===== src/rtl/regfile_wb_arbiter_if.sv =====
// Write-back arbitration bus: per-source requests toward the arbiter and the
// registered register-file write port back out of it.
interface regfile_wb_arbiter_if #(
  parameter int DATA_W = 32
);
  logic [2:0]        ReqValid;
  logic [2:0]        ReqReady;
  logic [4:0]        ReqAddr0;
  logic [4:0]        ReqAddr1;
  logic [4:0]        ReqAddr2;
  logic [DATA_W-1:0] ReqData0;
  logic [DATA_W-1:0] ReqData1;
  logic [DATA_W-1:0] ReqData2;
  logic [1:0]        Order;
  logic              WbEn;
  logic [4:0]        WbAddr;
  logic [DATA_W-1:0] WbData;
  logic [2:0]        Urgent;

  modport master (
    output ReqValid, ReqAddr0, ReqAddr1, ReqAddr2, ReqData0, ReqData1, ReqData2,
    input  ReqReady, Order, WbEn, WbAddr, WbData, Urgent
  );

  modport slave (
    input  ReqValid, ReqAddr0, ReqAddr1, ReqAddr2, ReqData0, ReqData1, ReqData2,
    output ReqReady, Order, WbEn, WbAddr, WbData, Urgent
  );
endinterface


===== src/rtl/regfile_wb_arbiter.sv =====
// Arbitrates ALU, load/imm and link results onto the single GPR write port
// using fixed priority, with per-source aging so no source starves.
module regfile_wb_arbiter #(
  parameter int MAX_WAIT = 4,
  parameter int DATA_W   = 32
) (
  input  logic                  clk,
  input  logic                  rst_n,
  input  logic                  Hold,
  regfile_wb_arbiter_if.slave   bus
);
  localparam int               CNT_W   = $clog2(MAX_WAIT + 1);
  localparam logic [CNT_W-1:0] CNT_MAX = CNT_W'(MAX_WAIT);

  logic [CNT_W-1:0]  wait_q [3];
  logic [CNT_W-1:0]  wait_d [3];
  logic [2:0]        urgent;
  logic [2:0]        candidates;
  logic [2:0]        grant;
  logic              grant_any;
  logic [1:0]        grant_idx;
  logic [4:0]        sel_addr;
  logic [DATA_W-1:0] sel_data;

  logic              wb_en_q, wb_en_d;
  logic [1:0]        order_q, order_d;
  logic [4:0]        wb_addr_q, wb_addr_d;
  logic [DATA_W-1:0] wb_data_q, wb_data_d;

  // Urgent valid requesters, if any, pre-empt the plain fixed-priority set.
  always_comb begin
    for (int i = 0; i < 3; i++) begin
      urgent[i] = (wait_q[i] == CNT_MAX);
    end
    candidates = ((bus.ReqValid & urgent) != 3'b000) ? (bus.ReqValid & urgent)
                                                     : bus.ReqValid;
    grant_any  = rst_n && !Hold && (candidates != 3'b000);
    if (candidates[0]) begin
      grant_idx = 2'd0;
    end else if (candidates[1]) begin
      grant_idx = 2'd1;
    end else begin
      grant_idx = 2'd2;
    end
    grant = grant_any ? (3'b001 << grant_idx) : 3'b000;
  end

  always_comb begin
    unique case (grant_idx)
      2'd0:    begin sel_addr = bus.ReqAddr0; sel_data = bus.ReqData0; end
      2'd1:    begin sel_addr = bus.ReqAddr1; sel_data = bus.ReqData1; end
      default: begin sel_addr = bus.ReqAddr2; sel_data = bus.ReqData2; end
    endcase
  end

  // Wait counters freeze under Hold so a stall never manufactures urgency.
  always_comb begin
    for (int i = 0; i < 3; i++) begin
      wait_d[i] = wait_q[i];
      if (!Hold) begin
        if (!bus.ReqValid[i] || grant[i]) begin
          wait_d[i] = '0;
        end else if (wait_q[i] != CNT_MAX) begin
          wait_d[i] = wait_q[i] + CNT_W'(1);
        end
      end
    end
  end

  always_comb begin
    wb_en_d   = 1'b0;
    order_d   = order_q;
    wb_addr_d = wb_addr_q;
    wb_data_d = wb_data_q;
    if (grant_any) begin
      order_d   = grant_idx;
      wb_addr_d = sel_addr;
      wb_data_d = sel_data;
      wb_en_d   = (sel_addr != 5'd0);
    end
  end

  always_ff @(posedge clk or negedge rst_n) begin
    if (!rst_n) begin
      for (int i = 0; i < 3; i++) begin
        wait_q[i] <= '0;
      end
      wb_en_q   <= 1'b0;
      order_q   <= 2'b00;
      wb_addr_q <= 5'd0;
      wb_data_q <= '0;
    end else begin
      for (int i = 0; i < 3; i++) begin
        wait_q[i] <= wait_d[i];
      end
      wb_en_q   <= wb_en_d;
      order_q   <= order_d;
      wb_addr_q <= wb_addr_d;
      wb_data_q <= wb_data_d;
    end
  end

  assign bus.ReqReady = grant;
  assign bus.Urgent   = urgent;
  assign bus.WbEn     = wb_en_q;
  assign bus.Order    = order_q;
  assign bus.WbAddr   = wb_addr_q;
  assign bus.WbData   = wb_data_q;
endmodule


===== src/flat_wrapper.sv =====
// flat-port wrapper written by rule: the top's interface ports become plain ports
module regfile_wb_arbiter_flat 
#(
  parameter int MAX_WAIT = 4,
  parameter int DATA_W   = 32
)
  (clk, rst_n, Hold, bus_ReqValid, bus_ReqAddr0, bus_ReqAddr1, bus_ReqAddr2, bus_ReqData0, bus_ReqData1, bus_ReqData2, bus_ReqReady, bus_Order, bus_WbEn, bus_WbAddr, bus_WbData, bus_Urgent);
  regfile_wb_arbiter_if #(.DATA_W(DATA_W)) bus_i ();
  input  logic clk;
  input  logic rst_n;
  input  logic Hold;
  input wire logic [$bits(bus_i.ReqValid)-1:0] bus_ReqValid;
  input wire logic [$bits(bus_i.ReqAddr0)-1:0] bus_ReqAddr0;
  input wire logic [$bits(bus_i.ReqAddr1)-1:0] bus_ReqAddr1;
  input wire logic [$bits(bus_i.ReqAddr2)-1:0] bus_ReqAddr2;
  input wire logic [$bits(bus_i.ReqData0)-1:0] bus_ReqData0;
  input wire logic [$bits(bus_i.ReqData1)-1:0] bus_ReqData1;
  input wire logic [$bits(bus_i.ReqData2)-1:0] bus_ReqData2;
  output wire logic [$bits(bus_i.ReqReady)-1:0] bus_ReqReady;
  output wire logic [$bits(bus_i.Order)-1:0] bus_Order;
  output wire logic [$bits(bus_i.WbEn)-1:0] bus_WbEn;
  output wire logic [$bits(bus_i.WbAddr)-1:0] bus_WbAddr;
  output wire logic [$bits(bus_i.WbData)-1:0] bus_WbData;
  output wire logic [$bits(bus_i.Urgent)-1:0] bus_Urgent;
  assign bus_i.ReqValid = bus_ReqValid;
  assign bus_i.ReqAddr0 = bus_ReqAddr0;
  assign bus_i.ReqAddr1 = bus_ReqAddr1;
  assign bus_i.ReqAddr2 = bus_ReqAddr2;
  assign bus_i.ReqData0 = bus_ReqData0;
  assign bus_i.ReqData1 = bus_ReqData1;
  assign bus_i.ReqData2 = bus_ReqData2;
  assign bus_ReqReady = bus_i.ReqReady;
  assign bus_Order = bus_i.Order;
  assign bus_WbEn = bus_i.WbEn;
  assign bus_WbAddr = bus_i.WbAddr;
  assign bus_WbData = bus_i.WbData;
  assign bus_Urgent = bus_i.Urgent;
  regfile_wb_arbiter #(.MAX_WAIT(MAX_WAIT), .DATA_W(DATA_W)) u_core (.clk(clk), .rst_n(rst_n), .Hold(Hold), .bus(bus_i));
endmodule

===== config.mk =====
export PLATFORM = sky130hd
export DESIGN_NAME = regfile_wb_arbiter_flat
export DESIGN_NICKNAME = d
export VERILOG_FILES = /design/src/rtl/regfile_wb_arbiter_if.sv /design/src/rtl/regfile_wb_arbiter.sv /design/src/flat_wrapper.sv
export SDC_FILE = /design/constraint.sdc
export NUM_CORES = 1
export LEC_CHECK = 0
export BUFFER_PORTS_ARGS = -buffer_cell sky130_fd_sc_hd__buf_2
export CORE_MARGIN = 2
export CORE_UTILIZATION = 48
export DETAILED_ROUTE_END_ITERATION = 8
export MAX_ROUTING_LAYER = met4
export PLACE_DENSITY = 0.91
export SLEW_MARGIN = 20
export SYNTH_ARGS = -nofsm -noshare
export SYNTH_HDL_FRONTEND = slang
export SYNTH_SLANG_ARGS = --single-unit

===== constraint.sdc =====
create_clock -name clk -period 4.2 [get_ports clk]
set_input_delay 1.05 -clock clk [delete_from_list [all_inputs] [get_ports clk]]
set_output_delay 1.05 -clock clk [all_outputs]
set_load 0.1 [all_outputs]

==> reports/qor.txt, run 1 <==
dominant cells by area after synthesis: dfrtp_1 (43%), mux2i_1 (13%), a21o_1 (10%)
sw frac: 50.6%
post-synthesis cell count: 290
Cell Int Power: 0.000863 W
DRT antenna net count: 0
Crit-path slowest cell: nor4bb_4
Max transition margin: 51.8%
vias in the first global route: 2618
Comb pwr share: 50.8%
storage element area: 1230 µm²
footprint of the multi-input gates: 1540 µm²
DIE AREA: 6640 µm²
max-cap viol count: 0
total grt overflow: 0
final setup TNS: 0 ns
Die W: 81.5 µm
Slew Limit Fails: 0
pwr/cell area: 452 nW/µm²
Worst Hold Slack: 0.478 ns
clk root buf: clkbuf_8
# rows: 28
net switching power: 0.000885 W
synthesized net count: 413
core area: 5850 µm²
share of layout cells above drive strength 1: 41.4%
PortBufs: 162
sequential-to-total area share from yosys stat: 42.6%
TritonCTS clock tree: built
drt pass-1 iters: 4
Pleak: 2.22 nW
Syn Std Cell Area: 2880 µm²
pre-CTS setup slack: 0.758 ns
VDD IR max: 0.258 mV
Yosys top cell by area: dfrtp_1
Die Height: 81.5 µm
vias: 2762
# DRC: 0
initial antenna violation count: 0
top cell type's share of synthesized area: 42.6%
clock tree buffer depth: 2
Post-Route WL: 7.35 mm
crit-path max cell delay: 0.46 ns
IO Pins: 163
crit path max fanout: 7
status: finished, final reports clean
post-layout util: 66.1%
Placer Congestion: 0.927
Final setup viols: 0
critical path startpoint: bus_ReqValid[1]
Starting Density: 49.2%
YS warnings: 0
CTS clk-pin slew, worst paths: 0.08 ns
Tcrit/Tclk final: 82.4%
worst-margin pin slew: 0.723 ns
Synth cell types: 35
register bit count reported by yosys: 49
gr usage total: 21.9%
CTS resizes: 0
pin count of the biggest net entering global routing: 74
Clock Latency Late Sink: 0.29 ns
fillers: 482
Startpoint Class: input pin
clock period minus worst slack: 3.46 ns
Critical Path AT: 2.41 ns
HP Start: u_core.bus.WbData[29]$_DFFE_PN0P_
Post-layout nets: 566
number of diodes: 0
vias per cell: 5.32
area grow syn2layout: 34.2%
class of the worst hold path: reg -> reg
1st-iter DRT viols: 100
Setup Crit Path Kind: in -> out
ys flop type: dfrtp_1
clock share of power: 15.3%
Crit path max-delay family: simple AND/OR/NAND/NOR gates
Layout Skew: 0.00479 ns
Post-CTS Setup Bufs: 0
HPWL after DPL: 5.66 mm
CTS H-Tree Depth: 2
RSZ-0062 raised after global routing: false
first-pass GRT wire length: 11.0 mm
Post-synth ARST share: 100%
Reg-to-Reg Start: u_core.wait_q[3]$_DFFE_PN0P_
Mean Syn Cell Area: 9.93 µm²
CP Cell Sequence: buf_2 > nand3_1 > a21o_1 > nand2_2 > nor4bb_4 > buf_12
Fmax achieved: 0.289 GHz
hold-fix buffers at CTS: 0
WP data required: 3.15 ns
sequential group share of total power: 33.9%
CP endpoint kind: primary output
DR WL/cell: 14.2 µm
Post-synth EDFFs: 0
Clock Sinks: 49
CP bufs+invs: 2
final worst setup slack: 0.739 ns
Fin. Hold Viols: 0
CTS Buf Count: 5
==> registers in the layout, summed over array words and instances, names as in the netlist <==
signal             count
u_core.bus.WbData     32
u_core.wait_q          9
u_core.bus.WbAddr      5
u_core.bus.Order       2
u_core.bus.WbEn        1
==> synthesized netlist by cell type (all sizes together), types with 3 or more instances <==
library cell and n:
nand2 11, and2 3, mux2i 38, dfrtp 49, mux2 4, a21o 40
a211oi 35, o21ai 8, inv 7, nand3 5, a21oi 3, clkbuf 8
ha 6, buf 14, nor2 42
==> logic make-up (layout without fill, tap and decap cells) <==
logic type                 Yosys count  after routing  share of synthesized area, %
muxes                               42             42                          14.8
adders and majority gates            6              6                          2.61
AOI/OAI and AO/OA                   97             97                          24.5
DFF                                 49             49                          42.6
and+or+nand+nor                     67             67                          10.4
buffers and inverters               29            183                          5.13
==> cell usage in the layout (no fill, tap or decap), drive strengths merged <==
| master | Yosys | final |
|---|---|---|
| a211oi | 35 | 35 |
| a21boi | 1 | 1 |
| a21o | 40 | 40 |
| a21oi | 3 | 3 |
| a22o | 1 | 1 |
| a22oi | 1 | 1 |
| a31o | 1 | 1 |
| a31oi | 2 | 2 |
| a32o | 1 | 1 |
| a41oi | 1 | 1 |
| and2 | 3 | 3 |
| buf | 14 | 168 |
| clkbuf | 8 | 7 |
| clkinvlp | 0 | 1 |
| dfrtp | 49 | 49 |
| ha | 6 | 6 |
| inv | 7 | 7 |
| mux2 | 4 | 4 |
| mux2i | 38 | 38 |
| nand2 | 11 | 11 |
| nand2b | 1 | 1 |
| nand3 | 5 | 5 |
| nor2 | 42 | 42 |
| nor2b | 1 | 1 |
| nor4b | 1 | 1 |
| nor4bb | 1 | 1 |
| o21ai | 8 | 8 |
| o22ai | 1 | 1 |
| o2bb2ai | 1 | 1 |
| o311ai | 1 | 1 |
| or3 | 2 | 2 |
==> power groups by stage <==
stage	registers, W	clock network (W)	logic (W)
5_1_grt	0.000602	0.000305	0.000928
3_5_place_dp	0.000601	0	0.000892
3_3_place_gp	0.000597	0	0.000874
4_1_cts	0.000592	0.000279	0.000893
6_report	0.000592	0.000268	0.000888
2_1_floorplan	0.00108	0	0.000225
==> stage by stage <==
stage / power [W] / cell area, µm² / cells
final: 0.00175 / 3870 / 519
after global routing: 0.00183 / 3870 / 519
after CTS: 0.00176 / 3870 / 519
after detailed placement: 0.00149 / 3780 / 511
after global placement: 0.00147 / 3780 / 511
after floorplan: 0.00130 / 2890 / 290
==> final cells by class <==
type / count / share of cell area, %
well taps: 75 / 2.43
clock inverters: 1 / 0.194
flip-flops and latches: 49 / 31.7
inverters: 7 / 0.680
multi-input cells: 212 / 39.7
repair buffers: 168 / 23.3
clock buffers: 7 / 1.97
==> final timing paths <==
check	to	slack (ns)	cells after the start
worst max-delay path	bus_ReqReady[1]	0.74	6
min in group asynchronous	u_core.bus.Order[1]$_DFFE_PN0P_	0.80	2
worst min register to register	u_core.bus.WbData[29]$_DFFE_PN0P_	0.48	1
worst min-delay path	u_core.bus.WbData[29]$_DFFE_PN0P_	0.48	1
worst max register to register	u_core.bus.WbEn$_DFF_PN0_	1.62	9
max in group asynchronous	u_core.bus.WbData[28]$_DFFE_PN0P_	3.14	2
==> layer usage <==
layer / routed length, µm / track usage (%) / up-vias
met5: 0 / - / -
met4: 84 / 7.63 / 0
met3: 511 / 5.49 / 8
met2: 3810 / 39.2 / 108
met1: 2940 / 23.5 / 1292
li1: - / - / 1354
No activity file was read; power rests on OpenSTA's default activity.
==> run 2, diff against run 1 <==
Settings changed: CORE_UTILIZATION 48 to 45, PLACE_DENSITY 0.91 to 0.86.
Clock period 4.2 ns to 3.5 ns, I/O delays scaled along.
==> run 2 against run 1 <==
Against the previous run: register-to-register slack worse by 0.70 ns; largest cell class unchanged; largest power group unchanged; first-iteration DRC count fell by 21%; clock power up 57%; critical path type unchanged.
==> reports/qor.txt, run 2 (synthesis results as in run 1) <==
pwr/cell area: 561 nW/µm²
worst reg2reg setup slack: 0.92 ns
Setup Crit Path Kind: in -> out
TritonCTS clock tree: built
leading cell type in the layout, fill and taps excluded: buf_2
Slew Limit Fails: 0
crit path max fanout: 7
PortBufs: 162
clock tree buffer depth: 2
reg2reg end: u_core.bus.WbEn$_DFF_PN0_
fillers: 539
total grt overflow: 0
Post-Route WL: 7.15 mm
vias per cell: 5.25
Reg-to-Reg Start: u_core.wait_q[3]$_DFFE_PN0P_
clk root buf: clkbuf_8
Tcrit/Tclk final: 89.9%
DIE AREA: 7060 µm²
M1 GR Usage: 24.5%
Die Height: 84.0 µm
worst-margin pin slew: 0.696 ns
Hold Crit Endpoint: u_core.bus.WbData[21]$_DFFE_PN0P_
CP endpoint kind: primary output
CTS Buf Count: 5
pin count of the biggest net entering global routing: 74
Fmax achieved: 0.318 GHz
max-cap viol count: 0
# DRC: 0
DRT antenna net count: 0
area grow syn2layout: 35.9%
Post-CTS Setup Bufs: 0
Max transition margin: 53.6%
total power: 0.00219 W
RSZ-0062 raised after global routing: false
Startpoint Class: input pin
IO Pins: 163
1st-iter DRT viols: 79
share of layout cells above drive strength 1: 42.3%
CP Cell Sequence: buf_2 > nand3_1 > a21o_1 > nand2_2 > nor4bb_4 > buf_12
Critical Path AT: 2.27 ns
met2 Use GR: 37.8%
Largest register FFs: 32
first-pass GRT wire length: 12.1 mm
initial antenna violation count: 0
Worst Hold Slack: 0.475 ns
Clock Sinks: 49
Layout Skew: 0.00761 ns
hold-fix buffers at CTS: 0
Clock Latency Late Sink: 0.30 ns
reg2reg path depth: 9
hold depth: 1
Die W: 84.0 µm
core area: 6280 µm²
Fin. Hold Viols: 0
status: finished, final reports clean
vias: 2734
Post-DP Area: 3790 µm²
class of the worst hold path: reg -> reg
CTS H-Tree Depth: 2
drt pass-1 iters: 4
VDD IR max: 0.370 mV
Starting Density: 45.9%
WP data required: 2.62 ns
busiest grt layer: met2
# rows: 29
met3 capacity usage during global routing: 4.15%
commonest cells after routing, fill and taps aside: buf_2 (159), dfrtp_1 (49), a21o_1 (40), nor2_1 (40), mux2i_1 (38)
number of diodes: 0
HPWL after DPL: 5.53 mm
crit-path max cell delay: 0.48 ns
Placer Congestion: 0.837
CTS clk-pin slew, worst paths: 0.08 ns
Final setup viols: 0
gr usage total: 21.4%
Post-layout nets: 566
CTS resizes: 0
vias in the first global route: 2736
Crit-path slowest cell: nor4bb_4
DR WL/cell: 13.7 µm
clock period minus worst slack: 3.15 ns
HP Start: u_core.bus.WbData[21]$_DFFE_PN0P_
post-route cell area: 3920 µm²
Pleak: 2.24 nW
[run 2: how the worst max path moves through the flow]
stage | start | endpoint | cells after the start
final | bus_ReqValid[1] | bus_ReqReady[1] | 6
after global routing | bus_ReqValid[1] | bus_ReqReady[1] | 6
after CTS | bus_ReqValid[1] | bus_ReqReady[1] | 6
after detailed placement | bus_ReqValid[1] | bus_ReqReady[1] | 6
after global placement | bus_ReqValid[1] | bus_ReqReady[1] | 6
after floorplan | u_core.wait_q[3]$_DFFE_PN0P_ | bus_ReqReady[1] | 8
[run 2: area by class of cell]
type | count | area, µm² | share of cell area [%]
Inverter | 7 | 26.3 | 0.671
Sequential cell | 49 | 1230 | 31.3
Multi-Input combinational cell | 212 | 1550 | 39.5
Clock inverter | 2 | 37.5 | 0.959
Timing Repair Buffer | 168 | 901 | 23.0
Tap cell | 77 | 96.3 | 2.46
Clock buffer | 6 | 82.6 | 2.11
[run 2: routing by layer]
layer / share of wire [%] / vias up
li1: - / 1362
met1: 41 / 1252
met2: 51 / 111
met3: 6.7 / 9
met4: 1.6 / 0
met5: 0 / -
[run 2: worst max-delay path: cells and delay by family]
kind	cells	cell delay (ns)
AOI/OAI and AO/OA	1	0.22
buffers and inverters	2	0.41
and+or+nand+nor	3	0.75
[run 2: through the flow]
step / setup WS (ns) / util (%) / instances / setup TNS (ns)
after floorplan: -0.100 / - / 290 / -0.100
after global placement: 0.451 / 60.5 / 513 / 0
after detailed placement: 0.363 / 60.5 / 513 / 0
after CTS: 0.360 / 62.4 / 521 / 0
after global routing: 0.241 / 62.4 / 521 / 0
final: 0.352 / 62.4 / 521 / 0
[run 2: power by group]
part           internal, W  switching (W)
combinational     0.000236       0.000827
clock             0.000232       0.000188
sequential        0.000658      0.0000527
==> run 3, diff against run 2 <==
Settings changed: PLACE_DENSITY 0.86 to unset, PLACE_DENSITY_LB_ADDON set to 0.3.
==> run 3 against run 2 <==
Against the previous run: critical path depth unchanged; core utilization decreased by 0.70 points; sequential power about the same; first-iteration DRC count increased by 42%; combinational power about the same; fmax increased by 1.3%; die area unchanged; global-route usage decreased by 0.59 points; sequential share of layout area increased by 0.35 points; sequential cell count unchanged; power decreased by 4.6%; critical path type unchanged; highest routed layer unchanged.
==> reports/qor.txt, run 3 (synthesis results as in run 1) <==
drt pass-1 iters: 4
Post-layout nets: 565
clock period minus worst slack: 3.11 ns
core area: 6280 µm²
Clock Latency Late Sink: 0.29 ns
Slew Limit Fails: 0
status: finished, final reports clean
DRT antenna net count: 0
1st-iter DRT viols: 112
area grow syn2layout: 34.4%
DR WL/cell: 13.7 µm
CTS Buf Count: 5
Layout Skew: 0.00498 ns
Fin. Hold Viols: 0
class of the worst hold path: reg -> reg
commonest cells after routing, fill and taps aside: buf_2 (159), dfrtp_1 (49), a21o_1 (40), nor2_1 (40), mux2i_1 (38)
gr usage total: 20.8%
Critical Path AT: 2.23 ns
pwr/cell area: 541 nW/µm²
Reg-to-Reg Start: u_core.wait_q[3]$_DFFE_PN0P_
total grt overflow: 0
Final setup viols: 0
Post-CTS Setup Bufs: 0
Tcrit/Tclk final: 88.8%
dpl cells: 512
pin count of the biggest net entering global routing: 74
Pleak: 2.21 nW
hold-fix buffers at CTS: 0
worst reg2reg setup slack: 0.96 ns
Largest register FFs: 32
CTS clk-pin slew, worst paths: 0.08 ns
share of layout cells above drive strength 1: 41.8%
HPWL after DPL: 5.41 mm
reg2reg path depth: 9
number of diodes: 0
TritonCTS clock tree: built
# DRC: 0
Setup Crit Path Kind: in -> out
Starting Density: 45.9%
vias: 2727
worst-margin pin slew: 0.705 ns
vias in the first global route: 2590
hold depth: 1
Fmax achieved: 0.322 GHz
initial antenna violation count: 0
Placer Congestion: 0.807
Worst Setup EP: bus_ReqReady[1]
vias per cell: 5.24
VDD IR max: 0.344 mV
# rows: 29
CTS H-Tree Depth: 2
final cell count without fillers: 520
reg2reg end: u_core.bus.WbEn$_DFF_PN0_
Max transition margin: 53.0%
clock tree buffer depth: 2
Post-Route WL: 7.11 mm
crit path max fanout: 7
Startpoint Class: input pin
IO Pins: 163
clk root buf: clkbuf_8
Worst Hold Slack: 0.476 ns
CP endpoint kind: primary output
Die Height: 84.0 µm
DIE AREA: 7060 µm²
Clock Sinks: 49
CTS resizes: 0
first-pass GRT wire length: 11.8 mm
max-cap viol count: 0
RSZ-0062 raised after global routing: false
critical path startpoint: bus_ReqValid[1]
WP data required: 2.62 ns
Die W: 84.0 µm
PortBufs: 162
leading cell type in the layout, fill and taps excluded: buf_2
[run 3: metal layers]
metal	part of all wire [%]	up-vias	wire, µm	track usage (%)
met5	0	-	0	-
met4	1.3	0	95	5.87
met3	6.9	9	490	4.25
met2	51	101	3640	36.8
met1	41	1255	2890	23.8
li1	-	1362	-	-
[run 3: worst min-delay path by stage]
stage | startpoint | end | slack [ns]
2_1_floorplan | u_core.wait_q[6]$_DFFE_PN0P_ | u_core.wait_q[6]$_DFFE_PN0P_ | 0.47
3_3_place_gp | u_core.bus.WbData[31]$_DFFE_PN0P_ | u_core.bus.WbData[31]$_DFFE_PN0P_ | 0.46
3_5_place_dp | u_core.bus.WbData[26]$_DFFE_PN0P_ | u_core.bus.WbData[26]$_DFFE_PN0P_ | 0.46
4_1_cts | u_core.bus.WbData[26]$_DFFE_PN0P_ | u_core.bus.WbData[26]$_DFFE_PN0P_ | 0.48
5_1_grt | u_core.bus.WbData[18]$_DFFE_PN0P_ | u_core.bus.WbData[18]$_DFFE_PN0P_ | 0.49
6_report | u_core.bus.WbData[26]$_DFFE_PN0P_ | u_core.bus.WbData[26]$_DFFE_PN0P_ | 0.48
[run 3: cell type report]
class | instances | area (µm²)
Sequential cell | 49 | 1230
Inverter | 7 | 26.3
Fill cell | 550 | 2410
Timing Repair Buffer | 167 | 893
Clock buffer | 7 | 76.3
Tap cell | 77 | 96.3
Multi-Input combinational cell | 212 | 1550
Clock inverter | 1 | 7.51
[run 3: where the power goes]
part           switching (W)  internal, W  total (W)
Clock               0.000182     0.000142   0.000324
Sequential         0.0000503     0.000657   0.000708
Combinational       0.000826     0.000235    0.00106
Total                0.00106      0.00103    0.00209
[run 3: metrics by stage]
step	instance area [µm²]	setup TNS (ns)	worst slack [ns]	utilization, %	total power [W]
finish	3870	0	0.391	61.7	0.00209
detailed placement	3790	0	0.392	60.3	0.00179
global route	3870	0	0.272	61.7	0.00219
floorplan	2900	-0.100	-0.100	-	0.00156
global placement	3790	0	0.447	60.3	0.00177
CTS	3870	0	0.390	61.7	0.00211
[run 3: worst max-delay path: stages]
cell and delay (ns):
buf_2 0.18, nand3_1 0.14, a21o_1 0.22, nand2_2 0.10, nor4bb_4 0.47, buf_12 0.23
